[src/rtl/conclover_engine.sv]
// conclover_engine: correlation/convolution sequencer driving the conclover byte memory-access stage.
// y[i] = sat8((sum_k x[i+k]*c[k]) >>> shift), relative addressing only.
module conclover_engine #(
    parameter int TAPS  = 8,
    parameter int ACC_W = 24
) (
    input  logic        clk,
    input  logic        rst,
    input  logic        start,
    input  logic [15:0] length,
    input  logic [3:0]  shift,
    input  logic        coef_we,
    input  logic [3:0]  coef_idx,
    input  logic [7:0]  coef_data,
    output logic        busy,
    output logic        done,
    output logic [15:0] mem_rel_addr,
    output logic        mem_read,
    output logic        mem_write,
    output logic [7:0]  mem_save_data,
    input  logic [7:0]  mem_read_data,
    input  logic        mem_rdy
);
    localparam int KW = (TAPS > 1) ? $clog2(TAPS) : 1;

    typedef enum logic [2:0] {IDLE, RD_REQ, RD_WAIT, MAC, WR_REQ, WR_WAIT, DONE} state_t;

    state_t                  state, state_nxt;
    logic signed [7:0]       coef [TAPS];
    logic [15:0]             len_q, i_q;
    logic [3:0]              shift_q;
    logic [KW-1:0]           k_q;
    logic [7:0]              x_q;
    logic signed [ACC_W-1:0] acc, acc_sh;
    logic signed [16:0]      x_ext, c_ext, prod;
    logic [7:0]              y_sat;
    logic                    last_tap, last_out;

    assign last_tap = k_q == KW'(TAPS - 1);
    assign last_out = i_q == len_q - 16'd1;
    assign x_ext    = {9'b0, x_q};
    assign c_ext    = {{9{coef[k_q][7]}}, coef[k_q]};
    assign prod     = x_ext * c_ext;
    assign acc_sh   = acc >>> shift_q;
    // negative clamps to 0, anything above the low byte clamps to 255
    assign y_sat    = acc_sh[ACC_W-1] ? 8'd0 : (|acc_sh[ACC_W-2:8]) ? 8'hff : acc_sh[7:0];

    always_ff @(posedge clk or posedge rst) begin
        if (rst)
            state <= IDLE;
        else
            state <= state_nxt;
    end

    always_comb begin
        state_nxt = state;
        case (state)
            IDLE:    if (start) state_nxt = (length != 16'd0) ? RD_REQ : DONE;
            RD_REQ:  state_nxt = RD_WAIT;
            RD_WAIT: if (mem_rdy) state_nxt = MAC;
            MAC:     state_nxt = last_tap ? WR_REQ : RD_REQ;
            WR_REQ:  state_nxt = WR_WAIT;
            WR_WAIT: if (mem_rdy) state_nxt = last_out ? DONE : RD_REQ;
            default: state_nxt = IDLE;
        endcase
    end

    always_comb begin
        busy = state != IDLE && state != DONE;
        done = state == DONE;
    end

    // request strobes are registered so they appear for exactly the cycle after *_REQ
    always_ff @(posedge clk or posedge rst) begin
        if (rst) begin
            for (int j = 0; j < TAPS; j++) coef[j] <= '0;
            len_q         <= '0;
            shift_q       <= '0;
            i_q           <= '0;
            k_q           <= '0;
            x_q           <= '0;
            acc           <= '0;
            mem_read      <= 1'b0;
            mem_write     <= 1'b0;
            mem_rel_addr  <= '0;
            mem_save_data <= '0;
        end else begin
            mem_read  <= state == RD_REQ;
            mem_write <= state == WR_REQ;
            if (state == IDLE && coef_we && 32'(coef_idx) < TAPS)
                coef[coef_idx[KW-1:0]] <= coef_data;
            if (state == IDLE && start) begin
                len_q   <= length;
                shift_q <= shift;
                i_q     <= '0;
                k_q     <= '0;
                acc     <= '0;
            end
            if (state == RD_REQ)
                mem_rel_addr <= i_q + 16'(k_q);
            if (state == RD_WAIT && mem_rdy)
                x_q <= mem_read_data;
            if (state == MAC) begin
                acc <= acc + ACC_W'(prod);
                if (!last_tap) k_q <= k_q + 1'b1;
            end
            if (state == WR_REQ) begin
                mem_rel_addr  <= i_q;
                mem_save_data <= y_sat;
            end
            if (state == WR_WAIT && mem_rdy && !last_out) begin
                i_q <= i_q + 16'd1;
                k_q <= '0;
                acc <= '0;
            end
        end
    end
endmodule

[config.mk]
export PLATFORM = sky130hd
export DESIGN_NAME = conclover_engine
export DESIGN_NICKNAME = d
export VERILOG_FILES = /design/src/rtl/conclover_engine.sv
export SDC_FILE = /design/constraint.sdc
export NUM_CORES = 1
export LEC_CHECK = 0
export CORE_UTILIZATION = 45
export DETAILED_ROUTE_END_ITERATION = 8
export PLACE_DENSITY = 0.69
export SETUP_SLACK_MARGIN = 0.5
export SYNTH_ARGS = -nofsm -noshare
export SYNTH_HDL_FRONTEND = slang
export SYNTH_SLANG_ARGS = --single-unit
[constraint.sdc]
create_clock -name clk -period 19.6 [get_ports clk]
set_clock_uncertainty 0.05 [all_clocks]
set_input_delay 3.92 -clock clk [delete_from_list [all_inputs] [get_ports clk]]
set_output_delay 3.92 -clock clk [all_outputs]
set_load 0.03 [all_outputs]
==> flow_summary.ini <==
[die]
initial_core_util_pct = 46.1
num_rows = 59
die_w_um = 166
ioPinCount = 73
dieArea_mm2 = 0.0274
die_h_um = 166
core_mm2 = 0.0261

[sta]
rsz0062_at_grt = no
min_period_over_period_pct = 36.1
hold_violations = 0
fmax_mhz = 141
hold_ws_ns = 0.433
fin_crit_ns = 7.08
fin_ws_ns = 12.53
worstMarginPinSlew_ns = 1.15
slew_headroom_pct = 22.7
tns_ns = 0
drv_slew = 0
setup_violations = 0

[worst_setup_path]
critPathMaxStageDelay_ns = 0.95
r2r_slack_ns = 12.53
worstSetupPathType = reg2reg
reg2reg_depth = 18
crit_slowest_cell = dfrtp_1
crit_family = adder cells
cpMostUsedCell = fa_1
critPathCaptureType = flop
r2r_start = k_q[1]
critPathRequiredTime_ns = 19.88
r2r_end = acc[22]
arrival_ns = 7.35
start_kind = flop
cp.buffers_inverters = 2
path_cells = mux4_2 -> mux2i_1 -> nor2b_1 -> fa_1 -> inv_1 -> fa_1 -> inv_1 -> fa_1 -> fa_1 -> fa_1 -> ha_1 -> o211ai_1 -> a21oi_1 -> o31a_1 -> a311oi_1 -> o21bai_1 -> mux2i_1 -> a22o_1
crit_fanout = 20

[drt]
drt_iter0_drc = 608
viasPerCell = 5.50
antenna_left = 0
first_pass_iters = 6
drc = 18
wl_mm = 25.8
wl_per_cell_um = 16.5
vias = 8591

[worst_hold_path]
worstHoldStart = mem_save_data[6]
min_path_type = reg2reg
hold-path-endpoint = mem_save_data[6]
hold-path-cell-count = 1

[run_status]
violations = DRC
outcome = complete, but fails checks

[logic_synthesis]
syn_area_per_cell_um2 = 10.3
synthTopCellsByArea = dfrtp_1, fa_1, ha_1
synth_top_area_share_pct = 34.1
ys_types = 71
synth_seq_cells = 164
ys_warn_count = 0
synth_top_area_cell = dfrtp_1
synthArstFlopShare_pct = 100
synth_nets = 1355
synth.most_common_cell = dfrtp_1
synth_flop_cell = dfrtp_1
syn_area_mm2 = 0.0121
synth-edff-count = 0
synth-seq-area-share_pct = 34.1
netlist_instances = 1174
synthTopCellsByCount = dfrtp_1, nand2_1, inv_1, mux2_2, ha_1

[global_routing]
antenna_found_initial = 0
grt_remaining_overflow = 0
grt_max_degree = 89
grtUsageTotal_pct = 20.1
grt_pass1_vias = 8807
grt_pass1_wl_mm = 44.8

[clock_tree]
post_cts_buffers = 0
cts_tree = built
htreeDepth = 4
cts_root_buf = clkbuf_16
clk_pin_slew_ns = 0.08
ctsHoldBuffers = 0
clock_latency_ns = 0.44
tritoncts.num_buffers = 17
clock-sinks = 164
clock_path_buffers = 2
cts_resized = 0

[cells_and_area]
antennaDiodeCount = 0
multi_input_area_mm2 = 0.00739
fillCellCount = 2310
regArea_mm2 = 0.00410
post-route-util_pct = 52.1
finalNetCount = 1394
drive_above_1_share_pct = 14.4
syn_to_final_growth_pct = 13.1

[place]
place.gp.congestion = 0.834
io_buffers = 72
dpl.hpwl_mm = 19.0
place_ws_ns = 12.56

[flow_run]
cap_viol_max_count = 0

[power_and_ir_drop]
leakagePower_nw = 6.39
max-vdd-ir-drop_mv = 0.128
powerDensity_mw_per_mm2 = 190
-- final cells by class --
cell class | instances | share of cell area [%]
Inverter | 90 | 2.52
Tap cell | 335 | 3.08
Clock inverter | 15 | 1.37
Clock buffer | 17 | 3.12
Timing Repair Buffer | 77 | 5.57
Sequential cell | 164 | 30.1
Multi-Input combinational cell | 863 | 54.2
-- per-stage QoR --
stage	std cells	power, mW	area (um2)
after global placement	1529	2.21	13000
after detailed placement	1529	2.25	13000
after global routing	1561	2.87	13600
after CTS	1561	2.61	13600
final	1561	2.59	13600
after floorplan	1174	1.88	12100
-- layout by cell type (no fill, tap or decap), drive strengths merged, types with 36 or more instances in the layout --
master and instances:
a21oi 43, clkdlybuf4s50 72, dfrtp 164, fa 53, ha 83, inv 95
mux2 90, nand2 142, nor2 63, nor2b 36, o21ai 36
-- cell families (layout without fill, tap and decap cells) --
kind of cell / after synthesis / count (layout) / synth area share [%]
multiplexers: 145 / 145 / 16.1
buffers and inverters: 147 / 199 / 4.78
flip-flops: 164 / 164 / 34.1
AO/OA/AOI/OAI: 180 / 180 / 9.92
AND/OR/NAND/NOR: 350 / 350 / 14.0
adder cells (fa/ha/maj): 136 / 136 / 17.4
XOR/XNOR: 52 / 52 / 3.78
-- worst max path at each step --
stage / start / to / depth (start not counted)
after floorplan: rst / acc[0] / 1
after global placement: k_q[1] / acc[22] / 18
after detailed placement: k_q[1] / acc[22] / 18
after CTS: k_q[1] / acc[22] / 18
after global routing: k_q[1] / acc[23] / 19
final: k_q[1] / acc[22] / 18
-- sequential cells by signal, indices dropped and copies added (netlist names) --
signal and flops:
shift_q 4, i_q 16, x_q 8, coef 64, mem_save_data 8, mem_rel_addr 16, mem_write 1, k_q 3
acc 24, mem_read 1, state 3, len_q 16
-- routing by layer --
metal	global-route usage, %	part of all wire, %	vias to the layer above
met5	0	0	-
met4	4.43	1.1	0
met3	3.44	3.5	19
met2	33.5	48	158
met1	27.5	47	4242
li1	-	-	4172
-- power breakdown --
| group | switching (mW) | internal [mW] | leakage [nW] | total [mW] |
|---|---|---|---|---|
| registers | 0.161 | 0.467 | 2.14 | 0.628 |
| clock network | 0.167 | 0.173 | 0.296 | 0.340 |
| logic | 0.866 | 0.751 | 3.96 | 1.62 |
| total | 1.19 | 1.39 | 6.39 | 2.59 |
No activity file was read; power rests on OpenSTA's default activity.
